<file path="config.mk">
export PLATFORM = sky130hd
export DESIGN_NAME = cpu_wb_writer
export DESIGN_NICKNAME = d
export VERILOG_FILES = /design/src/rtl/cpu_wb_writer_pkg.sv /design/src/rtl/cpu_wb_writer_result_fifo.sv /design/src/rtl/cpu_wb_writer.sv
export SDC_FILE = /design/constraint.sdc
export NUM_CORES = 1
export LEC_CHECK = 0
export CELL_PAD_IN_SITES_DETAIL_PLACEMENT = 1
export CELL_PAD_IN_SITES_GLOBAL_PLACEMENT = 2
export CORE_UTILIZATION = 34
export CTS_BUF_LIST = sky130_fd_sc_hd__clkbuf_8 sky130_fd_sc_hd__clkbuf_16
export DETAILED_ROUTE_END_ITERATION = 6
export GPL_TIMING_DRIVEN = 0
export PLACE_DENSITY = 0.76
export SLEW_MARGIN = 20
export SYNTH_ARGS = -nofsm -noshare
export SYNTH_HDL_FRONTEND = slang
export SYNTH_SLANG_ARGS = --single-unit
</file>
<file path="constraint.sdc">
create_clock -name clk -period 5.8 [get_ports clk]
set_input_delay 0.58 -clock clk [delete_from_list [all_inputs] [get_ports clk]]
set_output_delay 0.58 -clock clk [all_outputs]
set_load 0.1 [all_outputs]
</file>
<file path="src/rtl/cpu_wb_writer_pkg.sv">
// Shared types and constants for the writeback stage.
package cpu_wb_writer_pkg;
  localparam int WB_NUM_W  = 5;
  localparam int WB_DATA_W = 32;
  localparam logic [WB_NUM_W-1:0] REG_ZERO = 5'h0;

  typedef struct packed {
    logic [WB_NUM_W-1:0]  num;
    logic [WB_DATA_W-1:0] data;
  } wb_entry_t;
endpackage

</file>
<file path="src/rtl/cpu_wb_writer_result_fifo.sv">
// Small FIFO holding long-latency results until the write port is free.
module wb_result_fifo
  import cpu_wb_writer_pkg::*;
#(
  parameter int DEPTH = 2
) (
  input  logic      clk,
  input  logic      clr,
  input  logic      push,
  input  logic      pop,
  input  wb_entry_t din,
  output wb_entry_t head,
  output logic      full,
  output logic      empty
);
  localparam int PW = (DEPTH > 1) ? $clog2(DEPTH) : 1;
  localparam int CW = $clog2(DEPTH + 1);

  wb_entry_t         mem_q [DEPTH];
  wb_entry_t         mem_d [DEPTH];
  logic [PW-1:0]     wr_ptr_q, wr_ptr_d, rd_ptr_q, rd_ptr_d;
  logic [CW-1:0]     count_q, count_d;
  logic              do_push, do_pop;

  assign full    = (count_q == CW'(DEPTH));
  assign empty   = (count_q == '0);
  assign head    = mem_q[rd_ptr_q];
  assign do_push = push && !full;
  assign do_pop  = pop && !empty;

  // Power-of-two depth lets pointers wrap by natural overflow.
  always_comb begin
    mem_d    = mem_q;
    wr_ptr_d = wr_ptr_q;
    rd_ptr_d = rd_ptr_q;
    count_d  = count_q;
    if (do_push) begin
      mem_d[wr_ptr_q] = din;
      wr_ptr_d        = wr_ptr_q + 1'b1;
    end
    if (do_pop) rd_ptr_d = rd_ptr_q + 1'b1;
    case ({do_push, do_pop})
      2'b10:   count_d = count_q + 1'b1;
      2'b01:   count_d = count_q - 1'b1;
      default: count_d = count_q;
    endcase
  end

  always_ff @(posedge clk or posedge clr) begin
    if (clr) begin
      for (int i = 0; i < DEPTH; i++) mem_q[i] <= '0;
      wr_ptr_q <= '0;
      rd_ptr_q <= '0;
      count_q  <= '0;
    end else begin
      mem_q    <= mem_d;
      wr_ptr_q <= wr_ptr_d;
      rd_ptr_q <= rd_ptr_d;
      count_q  <= count_d;
    end
  end
endmodule

</file>
<file path="src/rtl/cpu_wb_writer.sv">
// Writeback stage: arbitrates MEM and queued LU results onto the regfile
// write port and tracks in-flight LU destinations to stall ID.
module cpu_wb_writer
  import cpu_wb_writer_pkg::*;
#(
  parameter int LQ_DEPTH = 2,
  parameter int NREGS    = 32
) (
  input  logic        clk,
  input  logic        clr,
  input  logic        mem_reg_write_en,
  input  logic [4:0]  mem_reg_write_num,
  input  logic [31:0] mem_reg_write_data,
  input  logic        lu_issue,
  input  logic [4:0]  lu_issue_num,
  input  logic        lu_valid,
  output logic        lu_ready,
  input  logic [4:0]  lu_num,
  input  logic [31:0] lu_data,
  input  logic [4:0]  reg_read1_num_realtime,
  input  logic [4:0]  reg_read2_num_realtime,
  input  logic [4:0]  id_dest_num,
  output logic        reg_write_en,
  output logic [4:0]  reg_write_num,
  output logic [31:0] reg_write_data,
  output logic        stall
);
  logic             mem_wr, fifo_push, fifo_pop, fifo_full, fifo_empty, issue_ok;
  wb_entry_t        fifo_head, fifo_din;
  logic [NREGS-1:0] pending_q, pending_d;
  logic             wen_q, wen_d;
  logic [4:0]       wnum_q, wnum_d;
  logic [31:0]      wdata_q, wdata_d;

  assign mem_wr    = mem_reg_write_en && (mem_reg_write_num != REG_ZERO);
  assign lu_ready  = !fifo_full;
  assign fifo_push = lu_valid && lu_ready;
  // Pop decision uses pre-edge emptiness, so a fresh push never bypasses.
  assign fifo_pop  = !mem_wr && !fifo_empty;
  assign fifo_din  = '{num: lu_num, data: lu_data};

  wb_result_fifo #(.DEPTH(LQ_DEPTH)) u_fifo (
    .clk   (clk),
    .clr   (clr),
    .push  (fifo_push),
    .pop   (fifo_pop),
    .din   (fifo_din),
    .head  (fifo_head),
    .full  (fifo_full),
    .empty (fifo_empty)
  );

  always_comb begin
    stall = 1'b0;
    if (pending_q[reg_read1_num_realtime] && reg_read1_num_realtime != REG_ZERO) stall = 1'b1;
    if (pending_q[reg_read2_num_realtime] && reg_read2_num_realtime != REG_ZERO) stall = 1'b1;
    if (pending_q[id_dest_num] && id_dest_num != REG_ZERO) stall = 1'b1;
    if (lu_issue && pending_q[lu_issue_num] && lu_issue_num != REG_ZERO) stall = 1'b1;
  end

  assign issue_ok = lu_issue && !stall && (lu_issue_num != REG_ZERO);

  // Set is applied after clear so a same-cycle reissue stays pending.
  always_comb begin
    pending_d = pending_q;
    if (fifo_pop) pending_d[fifo_head.num] = 1'b0;
    if (issue_ok) pending_d[lu_issue_num] = 1'b1;
    pending_d[0] = 1'b0;
  end

  always_comb begin
    wen_d   = 1'b0;
    wnum_d  = '0;
    wdata_d = '0;
    if (mem_wr) begin
      wen_d   = 1'b1;
      wnum_d  = mem_reg_write_num;
      wdata_d = mem_reg_write_data;
    end else if (fifo_pop) begin
      wen_d   = 1'b1;
      wnum_d  = fifo_head.num;
      wdata_d = fifo_head.data;
    end
  end

  always_ff @(posedge clk or posedge clr) begin
    if (clr) begin
      pending_q <= '0;
      wen_q     <= 1'b0;
      wnum_q    <= '0;
      wdata_q   <= '0;
    end else begin
      pending_q <= pending_d;
      wen_q     <= wen_d;
      wnum_q    <= wnum_d;
      wdata_q   <= wdata_d;
    end
  end

  assign reg_write_en   = wen_q;
  assign reg_write_num  = wnum_q;
  assign reg_write_data = wdata_q;
endmodule
</file>
=== Word-level counts from Yosys, hierarchy flattened ===
Index checks and enable logic that the tools add are counted.

* Flip-flop bits (word level): 147
* Input port bits: 99
* Output and inout bits: 40
* Word-level logic and storage cells: 90

* $add $sub $neg: 4
* Order comparisons: 10
* Eq/ne operators: 3
* Muxes and demuxes: 31
* Bitwise operators: 5
* Reductions and logical operators: 26

{| class="wikitable"
|+ Operators by type and width
! kind !! count
|-
| 37-bit 2-to-1 mux || 4
|-
| 32-bit 2-to-1 mux || 4
|-
| 74-bit bitwise mux || 1
|-
| 37-bit demux with 1-bit select || 1
|-
| 32-bit bitwise AND || 1
|-
| 32-bit NOT || 1
|-
| 32-bit OR || 1
|-
| 5-bit by 6-bit less-than comparator with 1-bit output, second input constant || 5
|-
| 5-bit nonzero test || 5
|-
| 1-bit binary-select mux with 5-bit select || 4
|-
| 1-bit logical AND || 15
|-
| 1-bit 2-to-1 mux || 12
|-
| 1-bit demux with 5-bit select || 2
|-
| 5-bit by 1-bit greater-or-equal comparator with 1-bit output, second input constant || 2
|-
| 5-bit 2-to-1 mux || 2
|-
| 2-bit equality test, second input constant || 2
|-
| 2-bit greater-or-equal comparator, second input constant || 2
|-
| 1-bit logical NOT || 4
|-
| 1-bit NOT with 2-bit output || 2
|-
| 2-bit one-hot mux with 2 select lines || 1
|-
| 1-bit adder, second input constant || 2
|-
| 2-bit by 1-bit adder with 2-bit output, second input constant || 1
|-
| 2-bit by 1-bit equality test with 1-bit output, second input constant || 1
|-
| 2-bit logical NOT || 1
|-
| 3 further kinds || 3
|}

=== Depth between registers and ports, before layout ===
Gate-level depths: netlist of the first run.

* Word-level depth: 13
* Mapped depth: 9
* Depth with buffers taken out: 8

=== Hierarchy ===
From an unflattened synthesis of the first run, not the netlist that was laid out.

* Cell total of the unflattened synthesis: 674
* Area total of the unflattened synthesis: 7,933.9 sq um

{| class="wikitable"
|+ Modules (own cells, without submodules)
! module !! times used !! cells each !! area each (sq um) !! sequential area each (sq um)
|-
| cpu_wb_writer || 1 || 458 || 4,257.8 || 1,726.7
|-
| wb_result_fifo || 1 || 216 || 3,676.0 || 1,951.9
|}

=== Worst setup path before layout of the first run ===
OpenSTA, ideal clock, no wires.

* Kind: input port to output port
* Start point: input id_dest_num[0]
* End point: output stall
* Arrival: 2.717 ns
* Required time: 5.220 ns
* Path slack: 2.503 ns
* Cell stages on the path: 7
* Path buffers: 2
* Path through: clkbuf_1 -> mux4_2 -> o22ai_1 -> o41ai_1 -> or4_4 -> buf_6 -> a31o_2

* Cells in the longest elaborated chain, start to end: 5

{| class="wikitable"
|+ RTL lines
! what !! line !! text
|-
| start: declaration || cpu_wb_writer.sv:22 || <nowiki>input logic [4:0] id_dest_num,</nowiki>
|-
| 1-bit binary-select mux with 5-bit select || cpu_wb_writer.sv:57 || <nowiki>if (pending_q[id_dest_num] && id_dest_num != REG_ZERO) stall = 1'b1;</nowiki>
|-
| 1-bit 2-to-1 mux (not written as such) || cpu_wb_writer.sv:57 ||
|-
| 1-bit logical AND (*) || cpu_wb_writer.sv:57 ||
|-
| 1-bit 2-to-1 mux (*) || cpu_wb_writer.sv:57 ||
|-
| 1-bit 2-to-1 mux (*) || cpu_wb_writer.sv:58 || <nowiki>if (lu_issue && pending_q[lu_issue_num] && lu_issue_num != REG_ZERO) stall = 1'b1;</nowiki>
|-
| end: declaration || cpu_wb_writer.sv:26 || <nowiki>output logic stall</nowiki>
|}

Every way passes the cells marked *; elsewhere a longest branch is shown, timed or not. The select of a mux whose other input is x is not followed.

=== Worst setup path after layout of the first run ===
* Start point: input reg_read1_num_realtime[1]
* End point: output stall

* Cells in the longest elaborated chain, start to end: 7

{| class="wikitable"
|+ RTL lines
! what !! line !! text
|-
| start: declaration || cpu_wb_writer.sv:20 || <nowiki>input logic [4:0] reg_read1_num_realtime,</nowiki>
|-
| 1-bit binary-select mux with 5-bit select || cpu_wb_writer.sv:55 || <nowiki>if (pending_q[reg_read1_num_realtime] && reg_read1_num_realtime != REG_ZERO) stall = 1'b1;</nowiki>
|-
| 1-bit 2-to-1 mux (not written as such) || cpu_wb_writer.sv:55 ||
|-
| 1-bit logical AND (*) || cpu_wb_writer.sv:55 ||
|-
| 1-bit 2-to-1 mux (*) || cpu_wb_writer.sv:55 ||
|-
| 1-bit 2-to-1 mux (*) || cpu_wb_writer.sv:56 || <nowiki>if (pending_q[reg_read2_num_realtime] && reg_read2_num_realtime != REG_ZERO) stall = 1'b1;</nowiki>
|-
| 1-bit 2-to-1 mux (*) || cpu_wb_writer.sv:57 ||
|-
| 1-bit 2-to-1 mux (*) || cpu_wb_writer.sv:58 ||
|}

Marked as above.

==> Flow_metrics.wiki, run 1 <==
{| class="wikitable"
! Metric !! Value
|-
| Main combinational cell family by area after synthesis || multiplexers
|-
| Parity-gate share of the synthesized area counting xor and xnor cells || 0.579%
|-
| Capturing element type of the critical path || output port
|-
| Required time reported for the critical path endpoint || 5.22 ns
|-
| Layout fillers || 2346
|-
| Final Cell Area || 9810 um2
|-
| FFs w/ async S/R, synth || 100%
|-
| CP endpoint || stall
|-
| Residual antenna-violating net count after detailed routing || 0
|-
| Total routed wirelength || 24.4 mm
|-
| Pins over their slew limit || 0
|-
| Most used standard cells in the synthesized netlist || sky130_fd_sc_hd__dfrtp_1, sky130_fd_sc_hd__mux2_2, sky130_fd_sc_hd__mux2i_1
|-
| Vertical die dimension || 151 um
|-
| MaxCap Viol Count || 0
|-
| Share of the cycle needed by the critical path after routing || 84.6%
|-
| Count of flip-flops with a built-in enable after synthesis || 0
|-
| Total negative slack || 0 ns
|-
| Synth warn || 0
|-
| First-pass GRT wire length || 38.2 mm
|-
| Leading post-synthesis cells by cell area || sky130_fd_sc_hd__dfrtp_1, sky130_fd_sc_hd__mux2_2, sky130_fd_sc_hd__mux2i_1, sky130_fd_sc_hd__o21ai_0, sky130_fd_sc_hd__mux4_2
|-
| Number of DRC markers in iteration 0 || 266
|-
| Placed cell count || 1094
|-
| Average instance area after synthesis || 11.0 um2
|-
| RSZ-0062 raised after global routing || false
|-
| Sequential fraction of design power || 33.4%
|-
| Number of antenna violations at the first check in global routing || 0
|-
| Post-cts hold buffer count || 0
|-
| Fmax || 0.204 GHz
|-
| Slew margin rel. || 28.8%
|-
| Clock network fraction of design power || 19.5%
|-
| CTS root buf || sky130_fd_sc_hd__clkbuf_16
|-
| First-pass detailed-route iteration total || 4
|-
| Count of instances resized after the clock tree is built || 0
|-
| Core region area || 21800 um2
|-
| Design internal power || 0.00307 W
|-
| Switching part of the total power || 45.6%
|-
| Post-Synth Adder-Cell Area || 0.166%
|-
| Overall die area || 22800 um2
|-
| Synth Area in Compound Gates || 11.2%
|-
| Proportion of power drawn by combinational gates || 47.0%
|-
| Total net switching power || 0.00257 W
|-
| Mapped Cells || 685
|-
| Count of input and output buffers || 128
|-
| Primary flip-flop cell chosen by synthesis mapping || sky130_fd_sc_hd__dfrtp_1
|-
| Area grow syn2layout || 29.8%
|-
| Grt ovf || 0
|-
| End of the worst register-to-register path || pending_q[14]$_DFF_PP0_
|-
| Per-cell routed wire length || 21.6 um
|-
| Startpoint Class || input pin
|-
| Number of nets in the synthesized netlist || 785
|-
| Sequential fraction of the synthesis area || 48.7%
|-
| DP Wirelength || 17.9 mm
|-
| Filler-free cell count of the finished design || 1126
|-
| Largest fanout of any net on the critical path || 10
|-
| Hold Slack || 0.505 ns
|-
| Register-to-register setup slack || 3.11 ns
|-
| Worst hold-check path type || register to register
|-
| CTS Sinks || 147
|-
| Total track usage || 22.6%
|-
| Standard cell area after detailed placement || 9220 um2
|-
| Distinct cell type count after synthesis || 53
|-
| Flip-flop and latch count after synthesis || 147
|-
| Start-to-end type of the worst setup path || input pin to output port
|-
| Proportion of synthesized area in mux cells || 24.9%
|-
| Gpl congestion || 0.867
|-
| Power per unit of standard cell area || 575 nW/um2
|-
| Number of buffers inserted during clock tree synthesis || 17
|-
| Combined area of all synthesized cells || 7560 um2
|-
| Setup violation total in the final timing report || 0
|-
| Layout cell share with drive strength beyond 1 || 16.3%
|-
| Post-synthesis share of cell area spent on and, or, nand and nor gates || 11.5%
|-
| Combined area of the multi-input logic cells || 3660 um2
|-
| Width of the chip || 151 um
|-
| Vias in the first global route || 6750
|-
| Antenna diodes || 0
|-
| Clock transition at the registers of the reported paths || 0.06 ns
|-
| Clock latency of the later-clocked register in the worst-skew pair || 0.44 ns
|-
| Area share of the leading cell type in the synthesized netlist || 48.7%
|-
| Post-CTS repair timing setup buffer count || 0
|-
| Library cell occupying the most area in the post-synthesis netlist || sky130_fd_sc_hd__dfrtp_1
|-
| Std-Cell Rows || 54
|-
| CP arrival || 4.33 ns
|-
| Launching point of the worst reg2reg path || pending_q[15]$_DFF_PP0_
|-
| Vias per Instance || 5.42
|-
| TritonCTS clock tree || yes
|-
| Leading cell type by number of instances after synthesis || sky130_fd_sc_hd__dfrtp_1
|-
| Slew at the pin closest to its max-slew limit || 1.06 ns
|-
| Number of cell instances on the worst register-to-register path || 7
|-
| Deepest clock path buffer count || 2
|-
| Endpoints failing hold || 0
|-
| Sequential cell area || 3680 um2
|-
| Total number of H-tree levels || 4
|-
| Final period demand of the worst path || 4.91 ns
|-
| Launch point of the worst path || reg_read1_num_realtime[1]
|-
| Leak Pwr || 4.01 nW
|-
| Status || complete, no violations
|-
| Worst-case clock skew || 0.0261 ns
|-
| Count of boundary I/O pins || 139
|-
| Starting utilization of the core area || 34.6%
|-
| Count of unresolved DRC violations after routing || 0
|-
| Fin nets || 933
|-
| Pin count of the biggest net entering global routing || 85
|-
| Via count of the routed design || 6106
|-
| Highest ir drop seen on vdd || 0.343 mV
|}
[cell usage in the layout (no fill, tap or decap), types with 5 or more instances in the layout]
master and instances:
sky130_fd_sc_hd__mux2i_1 69, sky130_fd_sc_hd__clkbuf_16 17, sky130_fd_sc_hd__clkbuf_1 36, sky130_fd_sc_hd__o21ai_0 59
sky130_fd_sc_hd__nand2b_1 14, sky130_fd_sc_hd__dfrtp_1 147, sky130_fd_sc_hd__o31ai_1 39, sky130_fd_sc_hd__mux4_2 13
sky130_fd_sc_hd__clkdlybuf4s50_1 128, sky130_fd_sc_hd__mux2_2 80, sky130_fd_sc_hd__nand3b_1 5, sky130_fd_sc_hd__buf_1 6
sky130_fd_sc_hd__nand2_1 58, sky130_fd_sc_hd__nor2b_1 6, sky130_fd_sc_hd__nor2_1 41, sky130_fd_sc_hd__nand3_1 40
sky130_fd_sc_hd__inv_1 5, sky130_fd_sc_hd__inv_6 6
[worst min path at each step]
stage,from,endpoint,slack (ns),depth (start not counted)
floorplan,u_fifo.count_q[1]$_DFFE_PP0P_,u_fifo.count_q[1]$_DFFE_PP0P_,0.46,1
global placement,u_fifo.count_q[1]$_DFFE_PP0P_,u_fifo.count_q[1]$_DFFE_PP0P_,0.48,1
detailed placement,u_fifo.mem_q[16]$_DFFE_PP0P_,u_fifo.mem_q[16]$_DFFE_PP0P_,0.49,1
CTS,u_fifo.mem_q[16]$_DFFE_PP0P_,u_fifo.mem_q[16]$_DFFE_PP0P_,0.51,1
global route,u_fifo.mem_q[50]$_DFFE_PP0P_,u_fifo.mem_q[50]$_DFFE_PP0P_,0.52,1
finish,u_fifo.mem_q[16]$_DFFE_PP0P_,u_fifo.mem_q[16]$_DFFE_PP0P_,0.50,1
[critical path: stages]
cell	delay (ns)
sky130_fd_sc_hd__clkdlybuf4s50_1	0.55
sky130_fd_sc_hd__buf_1	0.47
sky130_fd_sc_hd__mux2i_1	0.25
sky130_fd_sc_hd__nor2_1	0.05
sky130_fd_sc_hd__a311oi_1	0.26
sky130_fd_sc_hd__o32ai_1	0.16
sky130_fd_sc_hd__or4_4	0.62
sky130_fd_sc_hd__buf_6	0.18
sky130_fd_sc_hd__a31o_2	0.23
sky130_fd_sc_hd__clkdlybuf4s50_1	0.96
[registers in the layout (all words and copies together), names as in the netlist]
name and cells:
u_fifo.mem_q 74, reg_write_data 32, pending_q 31, reg_write_num 5, u_fifo.count_q 2, reg_write_en 1, u_fifo.rd_ptr_q 1, u_fifo.wr_ptr_q 1
[layer usage]
metal	track usage (%)	routed length, um	vias up
li1	-	-	2794
met1	29.6	10800	3109
met2	36.7	11800	168
met3	5.27	1330	35
met4	7.45	485	0
met5	0	0	-
[through the flow]
stage / power [W] / worst slack (ns) / util, %
after floorplan: 0.00371 / 1.27 / -
after global placement: 0.00445 / -0.774 / 42.1
after detailed placement: 0.00456 / 0.881 / 42.3
after CTS: 0.00569 / 0.881 / 45.0
after global routing: 0.00596 / 0.704 / 45.0
final: 0.00564 / 0.893 / 45.0
[power by group through the flow]
stage                     Sequential (W)  Combinational (W)  Clock [W]
after floorplan                  0.00246            0.00125          0
after global placement           0.00186            0.00259          0
after detailed placement         0.00189            0.00266          0
after CTS                        0.00188            0.00268    0.00113
after global routing             0.00195            0.00283    0.00117
final                            0.00188            0.00265    0.00110
[area by class of cell]
type                            instances  share of cell area [%]
Sequential cell                       147                    37.5
Multi-Input combinational cell        485                    37.3
Inverter                                6                   0.306
Clock inverter                         15                    1.66
Timing Repair Buffer                  129                    13.3
Tap cell                              280                    3.57
Clock buffer                           17                    4.34
Buffer                                 47                    1.99
[logic make-up (layout without fill, tap and decap cells)]
kind of cell	after synthesis	in the layout
AND/OR/NAND/NOR	185	185
multiplexers	162	162
flip-flops	147	147
AO/OA/AOI/OAI	132	132
buffers and inverters	53	214
XOR/XNOR	5	5
adder cells (fa/ha/maj)	1	1
(Power assumes the default switching activity.)
==> inputs of run 2 (changes only) <==
==> constraint.sdc (replaced) <==
create_clock -name clk -period 4.7 [get_ports clk]
set_input_delay 0.47 -clock clk [delete_from_list [all_inputs] [get_ports clk]]
set_output_delay 0.47 -clock clk [all_outputs]
set_load 0.1 [all_outputs]
==> run 2 against run 1 <==
  * Register-to-register slack worse by 1.1 ns
  * Via count down 0.61%
  * First-iteration DRC count up 6.4%
==> Flow_metrics.wiki, run 2 (synthesis results as in run 1) <==
{| class="wikitable"
! Metric !! Value
|-
| Fraction of the core area covered by cells at the end of the flow || 45.0% (about the same)
|-
| Count of boundary I/O pins || 139 (unchanged)
|-
| Layout fillers || 2345 (was 2346)
|-
| Cell breakdown of the critical path || clkdlybuf4s50_1, buf_1, mux2i_1, nor2_1, a311oi_1, o32ai_1, or4_4, buf_6, a31o_2, dlymetal6s2s_1 (was clkdlybuf4s50_1, buf_1, mux2i_1, nor2_1, a311oi_1, o32ai_1, or4_4, buf_6, a31o_2, clkdlybuf4s50_1)
|-
| Clock latency of the later-clocked register in the worst-skew pair || 0.44 ns (about the same)
|-
| Final Cell Area || 9820 um2 (was 9810 um2)
|-
| Clock transition at the registers of the reported paths || 0.06 ns (about the same)
|-
| Width of the chip || 151 um (unchanged)
|-
| Layout cell share with drive strength beyond 1 || 16.4% (was 16.3%)
|-
| Highest ir drop seen on vdd || 0.423 mV (was 0.343 mV)
|-
| Number of buffers inserted during clock tree synthesis || 17 (unchanged)
|-
| Share of the cycle needed by the critical path after routing || 89.2%
|-
| Capturing element type of the critical path || output port (unchanged)
|-
| Overall die area || 22800 um2 (unchanged)
|-
| Total track usage || 22.6% (unchanged)
|-
| Total number of H-tree levels || 4 (unchanged)
|-
| Combined area of the multi-input logic cells || 3660 um2 (about the same)
|-
| Sequential cell area || 3680 um2 (unchanged)
|-
| Delay of the slowest cell on the worst path || 0.62 ns (was 0.96 ns)
|-
| Setup violation total in the final timing report || 0 (unchanged)
|-
| Worst-case clock skew || 0.0153 ns (was 0.0261 ns)
|-
| Antenna diodes || 0 (unchanged)
|-
| Fin nets || 933 (unchanged)
|-
| Pins over their slew limit || 0 (unchanged)
|-
| Startpoint Class || input pin (unchanged)
|-
| Vias per Instance || 5.39 (was 5.42)
|-
| Standard cell area after detailed placement || 9220 um2 (unchanged)
|-
| RSZ-0062 raised after global routing || false (unchanged)
|-
| Cell type of the slowest stage on the worst timing path || sky130_fd_sc_hd__or4_4 (was sky130_fd_sc_hd__clkdlybuf4s50_1)
|-
| Post-CTS repair timing setup buffer count || 0 (unchanged)
|-
| Std-Cell Rows || 54 (unchanged)
|-
| Worst hold-check path type || input pin to register (was register to register)
|-
| Count of input and output buffers || 128 (unchanged)
|-
| Endpoints failing hold || 0 (unchanged)
|-
| Area grow syn2layout || 29.9% (was 29.8%)
|-
| CTS Sinks || 147 (unchanged)
|-
| First-pass GRT wire length || 38.2 mm (unchanged)
|-
| Vertical die dimension || 151 um (unchanged)
|-
| Starting utilization of the core area || 34.6% (unchanged)
|-
| Fmax || 0.238 GHz
|-
| CP arrival || 3.72 ns (was 4.33 ns)
|-
| Most common cell after layout, fill and taps aside || sky130_fd_sc_hd__dfrtp_1 (unchanged)
|-
| Post-cts hold buffer count || 0 (unchanged)
|-
| Largest fanout of any net on the critical path || 10 (unchanged)
|-
| Start-to-end type of the worst setup path || input pin to output port (unchanged)
|-
| CTS root buf || sky130_fd_sc_hd__clkbuf_16 (unchanged)
|-
| Grt ovf || 0 (unchanged)
|-
| Per-cell routed wire length || 21.6 um (about the same)
|-
| Final period demand of the worst path || 4.19 ns
|-
| TritonCTS clock tree || yes (unchanged)
|-
| First-pass detailed-route iteration total || 4 (unchanged)
|-
| Deepest clock path buffer count || 2 (unchanged)
|-
| Commonest cells after routing, fill and taps aside || sky130_fd_sc_hd__dfrtp_1, sky130_fd_sc_hd__clkdlybuf4s50_1, sky130_fd_sc_hd__mux2_2 (unchanged)
|-
| Count of unresolved DRC violations after routing || 0 (unchanged)
|-
| Register with the most flip-flops || u_fifo.mem_q (unchanged)
|-
| Flip-flop count of the largest register after layout || 74 (unchanged)
|-
| Leak Pwr || 4.01 nW (about the same)
|-
| Core region area || 21800 um2 (unchanged)
|-
| Slew margin rel. || 28.8% (unchanged)
|-
| Vias in the first global route || 6750 (unchanged)
|-
| Power per unit of standard cell area || 709 nW/um2 (was 575 nW/um2)
|-
| Residual antenna-violating net count after detailed routing || 0 (unchanged)
|-
| DP Wirelength || 17.9 mm (unchanged)
|-
| Total routed wirelength || 24.3 mm (was 24.4 mm)
|-
| Count of instances resized after the clock tree is built || 0 (unchanged)
|-
| Via count of the routed design || 6069 (was 6106)
|-
| Number of antenna violations at the first check in global routing || 0 (unchanged)
|-
| Hold Slack || 0.432 ns (was 0.505 ns)
|-
| Number of DRC markers in iteration 0 || 283 (was 266)
|-
| Status || complete, no violations (unchanged)
|-
| Gpl congestion || 0.867 (unchanged)
|-
| Pin count of the biggest net entering global routing || 85 (unchanged)
|-
| MaxCap Viol Count || 0 (unchanged)
|-
| Slew at the pin closest to its max-slew limit || 1.06 ns (unchanged)
|-
| Required time reported for the critical path endpoint || 4.23 ns (was 5.22 ns)
|}
[run 2: cell type report]
type	count	share of cell area, %
Clock buffer	17	4.33
Timing Repair Buffer	129	13.4
Buffer	47	1.99
Multi-Input combinational cell	485	37.3
Sequential cell	147	37.5
Tap cell	280	3.57
Clock inverter	15	1.66
Inverter	6	0.306
[run 2: metrics by stage]
step	setup slack [ns]	total power, W	setup TNS (ns)	cells
finish	0.505	0.00696	0	1126
global route	0.375	0.00735	0	1126
CTS	0.000512	0.00702	0	1126
detailed placement	0.000770	0.00562	0	1094
global placement	-1.76	0.00549	-257.39	1093
floorplan	0.279	0.00457	0	685
[run 2: power by group]
group          internal, W  leakage (nW)  switching [W]  total [W]
clock network     0.000754         0.288       0.000606    0.00136
registers          0.00186          1.80       0.000466    0.00233
logic              0.00117          1.93        0.00210    0.00327
total              0.00379          4.01        0.00317    0.00696
[run 2: path summary, 6_finish.rpt]
| check | start | end | slack [ns] | depth (start not counted) |
|---|---|---|---|---|
| worst max-delay path | reg_read1_num_realtime[1] | stall | 0.51 | 10 |
| worst min-delay path | lu_issue | pending_q[4]$_DFF_PP0_ | 0.43 | 3 |
| worst max register to register | pending_q[27]$_DFF_PP0_ | pending_q[14]$_DFF_PP0_ | 2.03 | 6 |
| worst min register to register | u_fifo.mem_q[16]$_DFFE_PP0P_ | u_fifo.mem_q[16]$_DFFE_PP0P_ | 0.50 | 1 |
| max in group asynchronous | clr | reg_write_num[1]$_DFF_PP0_ | 3.46 | 3 |
| min in group asynchronous | clr | reg_write_data[20]$_DFF_PP0_ | 0.46 | 2 |
[run 2: metal layers]
layer / wire, um / vias to the layer above / GRT usage, %
met3: 1290 / 29 / 5.27
met5: 0 / - / 0
met4: 410 / 0 / 7.45
li1: - / 2792 / -
met1: 10800 / 3090 / 29.6
met2: 11800 / 158 / 36.7
[run 2: worst max-delay path: cells and delay by family]
kind,cells,cell delay (ns)
AO/OA/AOI/OAI,3,0.65
multiplexers,1,0.25
buffers and inverters,4,1.68
AND/OR/NAND/NOR,2,0.68
